`src/rtl/uart_ram_pkg.sv`:
```
// Shared protocol constants, controller state encoding and helpers for the
// UART-to-RAM command sequencer and its TX pacer.
package uart_ram_pkg;

    localparam logic [7:0] CMD_PING  = 8'h70;
    localparam logic [7:0] CMD_WRITE = 8'h57;
    localparam logic [7:0] CMD_READ  = 8'h52;
    localparam logic [7:0] RSP_PING  = 8'h71;
    localparam logic [7:0] RSP_ACK   = 8'h06;
    localparam logic [7:0] RSP_NAK   = 8'h15;

    localparam int unsigned TX_BYTE_CLKS_DEF    = 520;
    localparam int unsigned RX_TIMEOUT_CLKS_DEF = 65535;

    typedef enum logic [2:0] {
        IDLE,
        GET_ADDR,
        GET_LEN,
        WR_DATA,
        RD_FETCH,
        RD_LATCH,
        TX_PULSE,
        TX_WAIT
    } ctrlState_t;

    // A length byte of zero encodes a full 256-byte transfer.
    function automatic logic [8:0] lenToCount(input logic [7:0] len);
        return (len == 8'd0) ? 9'd256 : {1'b0, len};
    endfunction

endpackage

```
`src/rtl/uart_tx_pacer.sv`:
```
// Paces bytes to a UART transmitter that has no busy flag: a load pulse emits
// tx_start one clock later and starts a TX_BYTE_CLKS window tracked by done.
module uart_tx_pacer
    import uart_ram_pkg::*;
#(
    parameter int unsigned TX_BYTE_CLKS = TX_BYTE_CLKS_DEF,
    parameter int unsigned LEAD         = 2
) (
    input  logic       clk,
    input  logic       rst,
    input  logic       load,
    input  logic [7:0] loadData,
    output logic       txStart,
    output logic [7:0] txData,
    output logic       done,
    output logic       almostDone
);

    localparam int unsigned CNT_W = $clog2(TX_BYTE_CLKS);

    logic [CNT_W-1:0] cnt;
    logic [CNT_W-1:0] cntNext;

    // Counter sits at zero once the byte window has elapsed.
    always_comb begin
        cntNext = cnt;
        if (load) begin
            cntNext = CNT_W'(TX_BYTE_CLKS - 1);
        end else if (cnt != '0) begin
            cntNext = cnt - CNT_W'(1);
        end
    end

    // almostDone lets a caller start a multi-cycle prefetch LEAD clocks early.
    always_ff @(posedge clk or posedge rst) begin
        if (rst) begin
            cnt        <= '0;
            txStart    <= 1'b0;
            txData     <= '0;
            done       <= 1'b1;
            almostDone <= 1'b1;
        end else begin
            cnt        <= cntNext;
            txStart    <= load;
            if (load) begin
                txData <= loadData;
            end
            done       <= (cntNext == '0);
            almostDone <= (cntNext <= CNT_W'(LEAD));
        end
    end

endmodule

```
`src/rtl/uart_ram_cmd_ctrl.sv`:
```
// Host command sequencer (PING / WRITE / READ) between a byte UART and a
// 256x8 synchronous RAM. Define UART_RAM_CMD_CSUM_EN for XOR checksum bytes.
module uart_ram_cmd_ctrl
    import uart_ram_pkg::*;
#(
    parameter int unsigned TX_BYTE_CLKS    = TX_BYTE_CLKS_DEF,
    parameter int unsigned RX_TIMEOUT_CLKS = RX_TIMEOUT_CLKS_DEF,
    parameter int unsigned ADDR_W          = 8
) (
    input  logic              clk,
    input  logic              rst,
    input  logic [7:0]        rx_data,
    input  logic              rx_valid,
    output logic [7:0]        tx_data,
    output logic              tx_start,
    output logic [ADDR_W-1:0] ram_addr,
    output logic [7:0]        ram_wdata,
    output logic              ram_we,
    input  logic [7:0]        ram_rdata,
    output logic              busy
);

    localparam int unsigned TMR_W = $clog2(RX_TIMEOUT_CLKS + 1);

    ctrlState_t        state;
    ctrlState_t        stateNext;
    logic [ADDR_W-1:0] addr;
    logic [ADDR_W-1:0] addrNext;
    logic [8:0]        count;
    logic [8:0]        countNext;
    logic              isRead;
    logic              isReadNext;
    logic [TMR_W-1:0]  idleCnt;
    logic [TMR_W-1:0]  idleCntNext;
    logic [ADDR_W-1:0] ramAddrNext;
    logic [7:0]        ramWdataNext;
    logic              ramWeNext;
    logic [7:0]        loadData;
    logic              pacerLoad;
    logic              pacerDone;
    logic              pacerAlmostDone;
    logic              rxTimeout;
`ifdef UART_RAM_CMD_CSUM_EN
    logic [7:0]        csum;
    logic [7:0]        csumNext;
`endif

    assign rxTimeout = (idleCnt == TMR_W'(RX_TIMEOUT_CLKS - 1));
    assign pacerLoad = (stateNext == TX_PULSE);

    uart_tx_pacer #(
        .TX_BYTE_CLKS (TX_BYTE_CLKS),
        .LEAD         (2)
    ) u_pacer (
        .clk        (clk),
        .rst        (rst),
        .load       (pacerLoad),
        .loadData   (loadData),
        .txStart    (tx_start),
        .txData     (tx_data),
        .done       (pacerDone),
        .almostDone (pacerAlmostDone)
    );

    always_ff @(posedge clk or posedge rst) begin
        if (rst) begin
            state <= IDLE;
        end else begin
            state <= stateNext;
        end
    end

    // A received byte always takes priority over an expiring idle timer.
    always_comb begin
        stateNext = state;
        case (state)
            IDLE: begin
                if (rx_valid) begin
                    if (rx_data == CMD_WRITE || rx_data == CMD_READ) begin
                        stateNext = GET_ADDR;
                    end else begin
                        stateNext = TX_PULSE;
                    end
                end
            end
            GET_ADDR: begin
                if (rx_valid) begin
                    stateNext = GET_LEN;
                end else if (rxTimeout) begin
                    stateNext = IDLE;
                end
            end
            GET_LEN: begin
                if (rx_valid) begin
                    stateNext = isRead ? RD_FETCH : WR_DATA;
                end else if (rxTimeout) begin
                    stateNext = IDLE;
                end
            end
            WR_DATA: begin
`ifdef UART_RAM_CMD_CSUM_EN
                if (rx_valid && count == 9'd0) begin
                    stateNext = TX_PULSE;
                end else if (!rx_valid && rxTimeout) begin
                    stateNext = IDLE;
                end
`else
                // The ACK waits one clock so it never coincides with the last write.
                if (count == 9'd0) begin
                    stateNext = TX_PULSE;
                end else if (!rx_valid && rxTimeout) begin
                    stateNext = IDLE;
                end
`endif
            end
            RD_FETCH: stateNext = RD_LATCH;
            RD_LATCH: stateNext = TX_PULSE;
            TX_PULSE: stateNext = TX_WAIT;
            TX_WAIT: begin
                // Leave early for the next byte so fetch+latch land exactly on the window edge.
                if (isRead && count > 9'd1 && pacerAlmostDone) begin
                    stateNext = RD_FETCH;
`ifdef UART_RAM_CMD_CSUM_EN
                end else if (isRead && count == 9'd1 && pacerDone) begin
                    stateNext = TX_PULSE;
`endif
                end else if (pacerDone) begin
                    stateNext = IDLE;
                end
            end
            default: stateNext = IDLE;
        endcase
    end

    always_comb begin
        addrNext     = addr;
        countNext    = count;
        isReadNext   = isRead;
        idleCntNext  = '0;
        ramAddrNext  = ram_addr;
        ramWdataNext = ram_wdata;
        ramWeNext    = 1'b0;
        loadData     = RSP_NAK;
`ifdef UART_RAM_CMD_CSUM_EN
        csumNext     = csum;
`endif
        case (state)
            IDLE: begin
                if (rx_valid) begin
                    isReadNext = (rx_data == CMD_READ);
                    loadData   = (rx_data == CMD_PING) ? RSP_PING : RSP_NAK;
                end
            end
            GET_ADDR: begin
                if (rx_valid) begin
                    addrNext = ADDR_W'(rx_data);
`ifdef UART_RAM_CMD_CSUM_EN
                    csumNext = rx_data;
`endif
                end else begin
                    idleCntNext = idleCnt + TMR_W'(1);
                end
            end
            GET_LEN: begin
                if (rx_valid) begin
                    countNext   = lenToCount(rx_data);
                    ramAddrNext = addr;
`ifdef UART_RAM_CMD_CSUM_EN
                    csumNext    = csum ^ rx_data;
`endif
                end else begin
                    idleCntNext = idleCnt + TMR_W'(1);
                end
            end
            WR_DATA: begin
                if (rx_valid && count != 9'd0) begin
                    ramWeNext    = 1'b1;
                    ramAddrNext  = addr;
                    ramWdataNext = rx_data;
                    addrNext     = addr + ADDR_W'(1);
                    countNext    = count - 9'd1;
`ifdef UART_RAM_CMD_CSUM_EN
                    csumNext     = csum ^ rx_data;
`endif
                end else if (!rx_valid) begin
                    idleCntNext = idleCnt + TMR_W'(1);
                end
`ifdef UART_RAM_CMD_CSUM_EN
                if (rx_valid && count == 9'd0) begin
                    loadData = (rx_data == csum) ? RSP_ACK : RSP_NAK;
                end
`else
                if (count == 9'd0) begin
                    loadData = RSP_ACK;
                end
`endif
            end
            RD_LATCH: begin
                loadData = ram_rdata;
`ifdef UART_RAM_CMD_CSUM_EN
                csumNext = csum ^ ram_rdata;
`endif
            end
            TX_WAIT: begin
                if (stateNext == RD_FETCH) begin
                    addrNext    = addr + ADDR_W'(1);
                    ramAddrNext = addr + ADDR_W'(1);
                    countNext   = count - 9'd1;
                end
`ifdef UART_RAM_CMD_CSUM_EN
                if (stateNext == TX_PULSE) begin
                    loadData  = csum;
                    countNext = 9'd0;
                end
`endif
            end
            default: ;
        endcase
    end

    always_ff @(posedge clk or posedge rst) begin
        if (rst) begin
            addr      <= '0;
            count     <= '0;
            isRead    <= 1'b0;
            idleCnt   <= '0;
            ram_addr  <= '0;
            ram_wdata <= '0;
            ram_we    <= 1'b0;
            busy      <= 1'b0;
`ifdef UART_RAM_CMD_CSUM_EN
            csum      <= '0;
`endif
        end else begin
            addr      <= addrNext;
            count     <= countNext;
            isRead    <= isReadNext;
            idleCnt   <= idleCntNext;
            ram_addr  <= ramAddrNext;
            ram_wdata <= ramWdataNext;
            ram_we    <= ramWeNext;
            busy      <= (stateNext != IDLE);
`ifdef UART_RAM_CMD_CSUM_EN
            csum      <= csumNext;
`endif
        end
    end

endmodule
```
`config.mk`:
```
export PLATFORM = sky130hd
export DESIGN_NAME = uart_ram_cmd_ctrl
export DESIGN_NICKNAME = d
export VERILOG_FILES = /design/src/rtl/uart_ram_pkg.sv /design/src/rtl/uart_tx_pacer.sv /design/src/rtl/uart_ram_cmd_ctrl.sv
export SDC_FILE = /design/constraint.sdc
export NUM_CORES = 1
export LEC_CHECK = 0
export BUFFER_PORTS_ARGS = -buffer_cell sky130_fd_sc_hd__buf_2
export CORE_MARGIN = 2
export CORE_UTILIZATION = 40
export CTS_CLUSTER_SIZE = 24
export DETAILED_ROUTE_END_ITERATION = 8
export REMOVE_ABC_BUFFERS = 1
export SETUP_SLACK_MARGIN = 0.4
export SLEW_MARGIN = 20
export SYNTH_ARGS = -nofsm -noshare
export SYNTH_HDL_FRONTEND = slang
export SYNTH_SLANG_ARGS = --single-unit
export TNS_END_PERCENT = 1
```
`constraint.sdc`:
```
create_clock -name clk -period 6.6 [get_ports clk]
set_input_delay 0.66 -clock clk [delete_from_list [all_inputs] [get_ports clk]]
set_output_delay 0.66 -clock clk [all_outputs]
set_load 0.1 [all_outputs]
```
==> metrics.json, run 1 <==
{
  "setup_path": {
    "worst_ep_required_time_ns": 6.87,
    "timing.critical_path.max_delay_family": "simple AND/OR/NAND/NOR gates",
    "cpPeakStageDelay_ns": 0.81,
    "cp_capture_type": "flip-flop",
    "timing.critical_path.fanout_max": 23,
    "crit_path_cells": "and2_1, nand2_1, o311ai_0, a31oi_4, nand3_1, a21oi_1, a211oi_1",
    "critPathArrivalTime_ns": 4.46,
    "crit_buf_inv": 0,
    "cp-start-kind": "flip-flop",
    "path_class": "reg -> reg",
    "critical_path.slowest_cell": "dfrtp_1"
  },
  "timing": {
    "grt_setup_unrepaired": "false",
    "skew_ns": 0.0117,
    "setup_viol": 0,
    "slew_headroom_pct": 45.6,
    "setup_tns_ns": 0,
    "slew_viol_final": 0,
    "tightestPinTransition_ns": 0.816,
    "achievable-frequency_mhz": 239,
    "final_period_minus_worst_setup_slack_ns": 4.19,
    "final.hold.worst_slack_ns": 0.383,
    "layout_worst_path_cycle_share_pct": 63.5,
    "timing_hold_violations_final": 0
  },
  "clocking": {
    "tritoncts": "done",
    "post_cts_resized": 0,
    "cts_made_buffers": 9,
    "holdBufCountCts": 0,
    "cts.sinks": 76,
    "clk_pin_slew_worst_paths_ns": 0.08,
    "postCtsSetupBuffers": 0,
    "cts_max_level": 3,
    "cts-root-to-sink-buffers": 2,
    "worst_skew_pair.late_latency_ns": 0.37,
    "clock_tree_root": "clkbuf_8"
  },
  "detailed_routing": {
    "drt_iter0_markers": 347,
    "drt-vias-per-instance": 5.91,
    "drt_pass_1_iters": 5,
    "routed-via-count": 3827,
    "routedWlPerCell_um": 17.0,
    "drt-total-wl_um": 11000,
    "ant_nets": 0,
    "drt_drc_violations_left": 0
  },
  "pwr": {
    "cellPowerDensity_mw_per_mm2": 558,
    "power.switching_mw": 1.52,
    "cellInternalPower_mw": 1.17,
    "clock_power_share_pct": 12.0,
    "pwr-share-seq_pct": 30.4,
    "power_switching_share_pct": 56.5,
    "comb_power_share_pct": 57.5,
    "leakagePower_nw": 2.03,
    "vdd_ir_drop_max_v": 0.000411
  },
  "global_routing": {
    "largest_net_degree_at_the_start_of_global_routing": 77,
    "grt_pass1_vias": 3656,
    "grt_antenna_before_repair": 0,
    "gr-total-overflow": 0,
    "gr-usage-all-layers_pct": 20.2,
    "global_route_wire_length_before_repair_um": 18400
  },
  "placement": {
    "globalplace.congestion": 0.854,
    "hpwl_um": 7620,
    "io_buffer_count": 45,
    "place_inst": 630
  },
  "finish": {
    "design.final.nets": 533,
    "area_growth_pct": 11.6,
    "final-instance-count-excl-fill": 647,
    "post-route-util_pct": 46.3,
    "n_antenna_cell": 0,
    "fillCellCount": 1019,
    "final_cell_mix": "74 x dfrtp_1, 53 x nor2_1, 45 x buf_2",
    "drive_above_1_share_pct": 17.2,
    "most_common_library_cell_in_the_layout_ignoring_fill_and_taps": "dfrtp_1"
  },
  "logic_synthesis": {
    "synthSimpleGateAreaFrac_pct": 23.1,
    "synth-main-ff-cell": "dfrtp_1",
    "dominant_combinational_cell_family_by_area_after_synthesis": "simple AND/OR/NAND/NOR gates",
    "muxShareOfSynthArea_pct": 2.66,
    "edff_count_synth": 0,
    "synth_seq_cells": 76,
    "post_synth.cell_area_avg_um2": 9.16,
    "synth_area_leader_cell": "dfrtp_1",
    "ys.warnings.count": 0,
    "syn_inst": 472,
    "syn_area_mm2": 0.00432,
    "postSynth.asyncResetShare_pct": 100,
    "synthAdderAreaFrac_pct": 2.32,
    "synth.yosys.seq_area_share_pct": 44.1,
    "synthXorXnorAreaFrac_pct": 3.04,
    "ys_types": 65,
    "largest_cells_by_area_after_synthesis": "dfrtp_1 43%, nor2_1 4.6%, a21oi_1 4.3%",
    "post-synth-top-area-fraction_pct": 42.8,
    "synth_compound_area_share_pct": 20.9
  },
  "die": {
    "fp-row-count": 37,
    "chipWidth_um": 108,
    "die_area_mm2": 0.0117,
    "floorplan.die.height_um": 108,
    "floorplan.io_pins": 46,
    "coreArea_mm2": 0.0104,
    "initial_utilization_pct": 41.5
  },
  "run_status": {
    "outcome": "finished, final reports clean"
  },
  "worst_hold_path": {
    "holdCritPathClass": "in -> async"
  },
  "run": {
    "max-cap-violations": 0
  }
}
-- tightest hold or removal path, cell delays in order --
cell and delay (ns):
buf_2 0.10, inv_2 0.03, buf_4 0.39
-- per-layer routing --
metal  up-vias  global-route usage [%]  wire length, um
li1       1815                       -                -
met1      1847                    28.2             5130
met2       142                    30.8             5020
met3        23                    2.83              579
met4         0                    9.89              258
met5         -                       0                0
-- Yosys cell counts, drive strengths merged, types with 3 or more instances --
cell / instances
and3: 7
a22o: 3
ha: 8
buf: 6
nand2: 36
a31o: 3
nor2b: 3
o22ai: 7
nor3b: 6
nor4: 6
or3: 8
xor2: 9
a21o: 3
nor3: 18
xnor2: 6
dfrtp: 74
a211oi: 10
nor2: 53
or4: 3
a21oi: 37
mux2: 9
o21ai: 13
o22a: 5
clkbuf: 18
and2: 7
o211ai: 4
inv: 18
nand4: 11
and4: 3
nand3: 19
and3b: 3
a221o: 6
a31oi: 20
-- stage by stage --
stage | instance area, um^2 | power [mW] | setup slack [ns]
finish | 4820 | 2.69 | 2.41
global route | 4820 | 2.86 | 2.08
CTS | 4800 | 2.69 | 2.14
detailed placement | 4630 | 2.36 | 2.17
global placement | 4620 | 2.34 | 2.43
floorplan | 4220 | 2.02 | 3.32
-- power by group through the flow --
stage               sequential, mW  combinational, mW  clock [mW]
floorplan                     1.29              0.730           0
global placement             0.816               1.52           0
detailed placement           0.821               1.54           0
CTS                          0.816               1.54       0.335
global route                 0.847               1.66       0.354
finish                       0.819               1.55       0.323
-- path summary, 6_finish.rpt --
kind                              endpoint  slack, ns  cells after the start        start
min reg2reg                    ram_addr[5]       0.48                      1  ram_addr[5]
max in group asynchronous          addr[5]       5.66                      4          rst
min                        u_pacer.txStart       0.38                      3          rst
max reg2reg                        addr[7]       2.41                      7     state[1]
min in group clk               ram_addr[5]       0.48                      1  ram_addr[5]
max                                addr[7]       2.41                      7     state[1]
-- final cells by class --
class,count,area (um^2),share of cell area [%]
clock inverters,7,52.6,1.09
flip-flops and latches,76,1900,39.5
inverters,18,67.6,1.40
repair buffers,47,253,5.24
clock buffers,9,124,2.57
multi-input cells,354,2250,46.7
well taps,136,170,3.53
-- flip-flops by register name, indices dropped and copies added, names as in the netlist, 3 cells and up --
signal	flops
state	3
ram_addr	8
idleCnt	16
ram_wdata	8
count	9
u_pacer.cnt	10
addr	8
u_pacer.txData	8
-- kinds of logic after synthesis --
group,count (synthesis)
adders and majority gates,8
buffers and inverters,42
and+or+nand+nor,191
DFF,76
muxes,10
AOI/OAI and AO/OA,130
xor gates and xnor gates,15
(Power assumes the default switching activity.)
==> inputs of run 2 (changes only) <==
Clock period 6.6 ns to 3.6 ns, I/O delays scaled along.
==> run 2 against run 1 <==
Net effect:
- sequential cell count did not move
- total power rose by 96%
- worst setup slack worse by 1.9 ns
- hold slack got worse by 0.22 ns
- clock skew fell by 0.0014 ns
- critical path type unchanged
- largest cell class unchanged
==> metrics.json, run 2 (same netlist as run 1, synthesis figures left out) <==
{
  "pwr": {
    "vdd_ir_drop_max": {"value": 0.000651, "unit": "V", "change": "+59%"},
    "power.switching": {"value": 2.83, "unit": "mW", "change": "+86%"},
    "cellInternalPower": {"value": 2.43, "unit": "mW", "change": "+110%"},
    "pwr-share-seq": {"value": 28.2, "unit": "%", "change": "-2.2 points"},
    "cellPowerDensity": {"value": 1060, "unit": "mW/mm^2", "change": "+91%"},
    "fin_total_pwr": {"value": 5.26, "unit": "mW", "change": "+96%"},
    "power_switching_share": {"value": 53.7, "unit": "%", "change": "-2.8 points"},
    "comb_power_share": {"value": 56.6, "unit": "%", "change": "-0.9 points"},
    "clock_power_share": {"value": 15.2, "unit": "%", "change": "+3.2 points"},
    "leakagePower": {"value": 2.12, "unit": "nW", "change": "+4.1%"}
  },
  "setup_path": {
    "reg2regPathDepth": {"value": 10, "change": "+3"},
    "crit-reg2reg-capture": "ram_addr[2]",
    "reg2reg_from": "count[0]",
    "worst_ep_required_time": {"value": 3.86, "unit": "ns", "change": "-3.01 ns"},
    "critPathArrivalTime": {"value": 3.40, "unit": "ns", "change": "-1.06 ns"},
    "cp_capture_type": "flip-flop",
    "cp-start-kind": "flip-flop",
    "timing.critical_path.fanout_max": {"value": 13, "change": "-43%"},
    "reg2reg_slack": {"value": 0.46, "unit": "ns", "change": "-1.94 ns"},
    "path_class": "reg -> reg"
  },
  "finish": {
    "fillCellCount": {"value": 992, "change": "-2.6%"},
    "reg_top3": "idleCnt: 16 flops, u_pacer.cnt: 10 flops, count: 9 flops",
    "design.final.nets": {"value": 544, "change": "+2.1%"},
    "largest_register_ff_count": {"value": 16, "change": "unchanged"},
    "drive_above_1_share": {"value": 18.8, "unit": "%", "change": "+1.6 points"},
    "n_antenna_cell": {"value": 0, "change": "unchanged"},
    "most_common_library_cell_in_the_layout_ignoring_fill_and_taps": "dfrtp_1",
    "area_taken_by_flip_flops_and_latches": {"value": 0.00190, "unit": "mm^2", "change": "unchanged"},
    "final-instance-count-excl-fill": {"value": 658, "change": "+1.7%"},
    "final_cell_mix": "74 x dfrtp_1, 53 x nor2_1, 45 x buf_2",
    "register_containing_the_most_flip_flops_in_the_final_layout": "idleCnt",
    "post-route-util": {"value": 47.5, "unit": "%", "change": "+1.2 points"},
    "post_layout_inst_area": {"value": 0.00495, "unit": "mm^2", "change": "+2.6%"},
    "area_growth_pct": 14.6,
    "area_of_the_multi_input_gates": {"value": 0.00225, "unit": "mm^2", "change": "-0.22%"}
  },
  "timing": {
    "slew_headroom": {"value": 42.0, "unit": "%", "change": "-3.6 points"},
    "skew": {"value": 0.0104, "unit": "ns", "change": "-0.00137 ns"},
    "setup_viol": {"value": 0, "change": "unchanged"},
    "setup_tns": {"value": 0, "unit": "ns", "change": "unchanged"},
    "timing_hold_violations_final": {"value": 0, "change": "unchanged"},
    "layout_worst_path_cycle_share": {"value": 87.1, "unit": "%", "change": "+24 points"},
    "slew_viol_final": {"value": 0, "change": "unchanged"},
    "final.hold.worst_slack": {"value": 0.166, "unit": "ns", "change": "-0.217 ns"},
    "post-route-worst-setup-slack": {"value": 0.463, "unit": "ns", "change": "-1.94 ns"},
    "achievable-frequency": {"value": 319, "unit": "MHz", "change": "+34%"},
    "final_period_minus_worst_setup_slack": {"value": 3.14, "unit": "ns", "change": "-1.06 ns"},
    "grt_setup_unrepaired": "true",
    "tightestPinTransition": {"value": 0.868, "unit": "ns", "change": "+0.0523 ns"}
  },
  "worst_hold_path": {
    "holdCritPathClass": "in -> async"
  },
  "clocking": {
    "cts_made_buffers": {"value": 9, "change": "unchanged"},
    "cts-root-to-sink-buffers": {"value": 2, "change": "unchanged"},
    "holdBufCountCts": {"value": 0, "change": "unchanged"},
    "cts_max_level": {"value": 3, "change": "unchanged"},
    "worst_skew_pair.late_latency": {"value": 0.37, "unit": "ns", "change": "about the same"},
    "tritoncts": "done",
    "cts.sinks": {"value": 76, "change": "unchanged"},
    "clk_pin_slew_worst_paths": {"value": 0.09, "unit": "ns", "change": "about the same"},
    "clock_tree_root": "clkbuf_8"
  },
  "die": {
    "floorplan.die.height": {"value": 108, "unit": "um", "change": "unchanged"},
    "initial_utilization": {"value": 41.5, "unit": "%", "change": "unchanged"},
    "fp-row-count": {"value": 37, "change": "unchanged"},
    "chipWidth": {"value": 108, "unit": "um", "change": "unchanged"},
    "die_area": {"value": 0.0117, "unit": "mm^2", "change": "unchanged"},
    "coreArea": {"value": 0.0104, "unit": "mm^2", "change": "unchanged"},
    "floorplan.io_pins": {"value": 46, "change": "unchanged"}
  },
  "detailed_routing": {
    "drt_iter0_markers": {"value": 245, "change": "-29%"},
    "drt-vias-per-instance": {"value": 5.87, "change": "-0.75%"},
    "drt-total-wl": {"value": 11400, "unit": "um", "change": "+4.0%"},
    "routed-via-count": {"value": 3863, "change": "+0.94%"},
    "routedWlPerCell": {"value": 17.4, "unit": "um", "change": "+2.3%"},
    "drt_drc_violations_left": {"value": 0, "change": "unchanged"},
    "ant_nets": {"value": 0, "change": "unchanged"},
    "drt_pass_1_iters": {"value": 5, "change": "unchanged"}
  },
  "global_routing": {
    "gr-usage-all-layers": {"value": 20.8, "unit": "%", "change": "+0.61 points"},
    "grt_pass1_vias": {"value": 3767, "change": "+3.0%"},
    "grt_antenna_before_repair": {"value": 0, "change": "unchanged"},
    "largest_net_degree_at_the_start_of_global_routing": {"value": 41, "change": "-47%"},
    "global_route_wire_length_before_repair": {"value": 19000, "unit": "um", "change": "+3.5%"},
    "gr-total-overflow": {"value": 0, "change": "unchanged"}
  },
  "placement": {
    "io_buffer_count": {"value": 45, "change": "unchanged"},
    "placed_area": {"value": 0.00470, "unit": "mm^2", "change": "+1.5%"},
    "preCtsSetupSlack": {"value": 0.521, "unit": "ns", "change": "-1.65 ns"},
    "place_inst": {"value": 640, "change": "+1.6%"},
    "globalplace.congestion": {"value": 0.960, "change": "+12%"},
    "hpwl": {"value": 8040, "unit": "um", "change": "+5.5%"}
  },
  "run": {
    "max-cap-violations": {"value": 0, "change": "unchanged"}
  },
  "run_status": {
    "outcome": "finished, final reports clean"
  }
}
run 2: per-layer routing:
metal	GRT usage [%]	up-vias	share of wire [%]
met5	0	-	0
met4	8.70	0	2.1
met3	3.86	21	5.6
met2	31.8	137	45
met1	29.0	1867	47
li1	-	1838	-
run 2: timing repair:
item	CTS	global route
setup endpoints to repair	0	18
buffers inserted	0	2
resized for setup	0	1
run 2: area by class of cell:
cell class                      instances  share of cell area, %
Multi-Input combinational cell        354                   45.4
Sequential cell                        76                   38.5
Timing Repair Buffer                   58                   6.52
Tap cell                              136                   3.44
Clock buffer                            9                   2.50
Inverter                               18                   1.36
Clock inverter                          7                   2.32
run 2: power by group through the flow:
stage / clock network, mW / registers, mW / logic (mW)
CTS: 0.814 / 1.48 / 2.93
detailed placement: 0 / 1.48 / 2.92
floorplan: 0 / 2.36 / 1.34
finish: 0.800 / 1.48 / 2.98
global route: 0.851 / 1.53 / 3.19
global placement: 0 / 1.48 / 2.88
run 2: worst max-delay path, cell delays in order, from the launching register on:
cell and delay [ns]:
dfrtp_1 0.43, inv_1 0.13, ha_1 0.15, nor4b_2 0.31, nand2_2 0.15, mux2_4 0.30
a31oi_4 0.30, inv_2 0.12, o31ai_4 0.52, nand2_4 0.22, a221o_1 0.40
run 2: worst max path at each step:
stage	to	start
finish	ram_addr[2]	count[0]
CTS	ram_addr[1]	count[0]
detailed placement	ram_addr[1]	count[0]
global route	ram_addr[6]	count[0]
global placement	ram_addr[6]	count[0]
floorplan	u_pacer.almostDone	state[1]
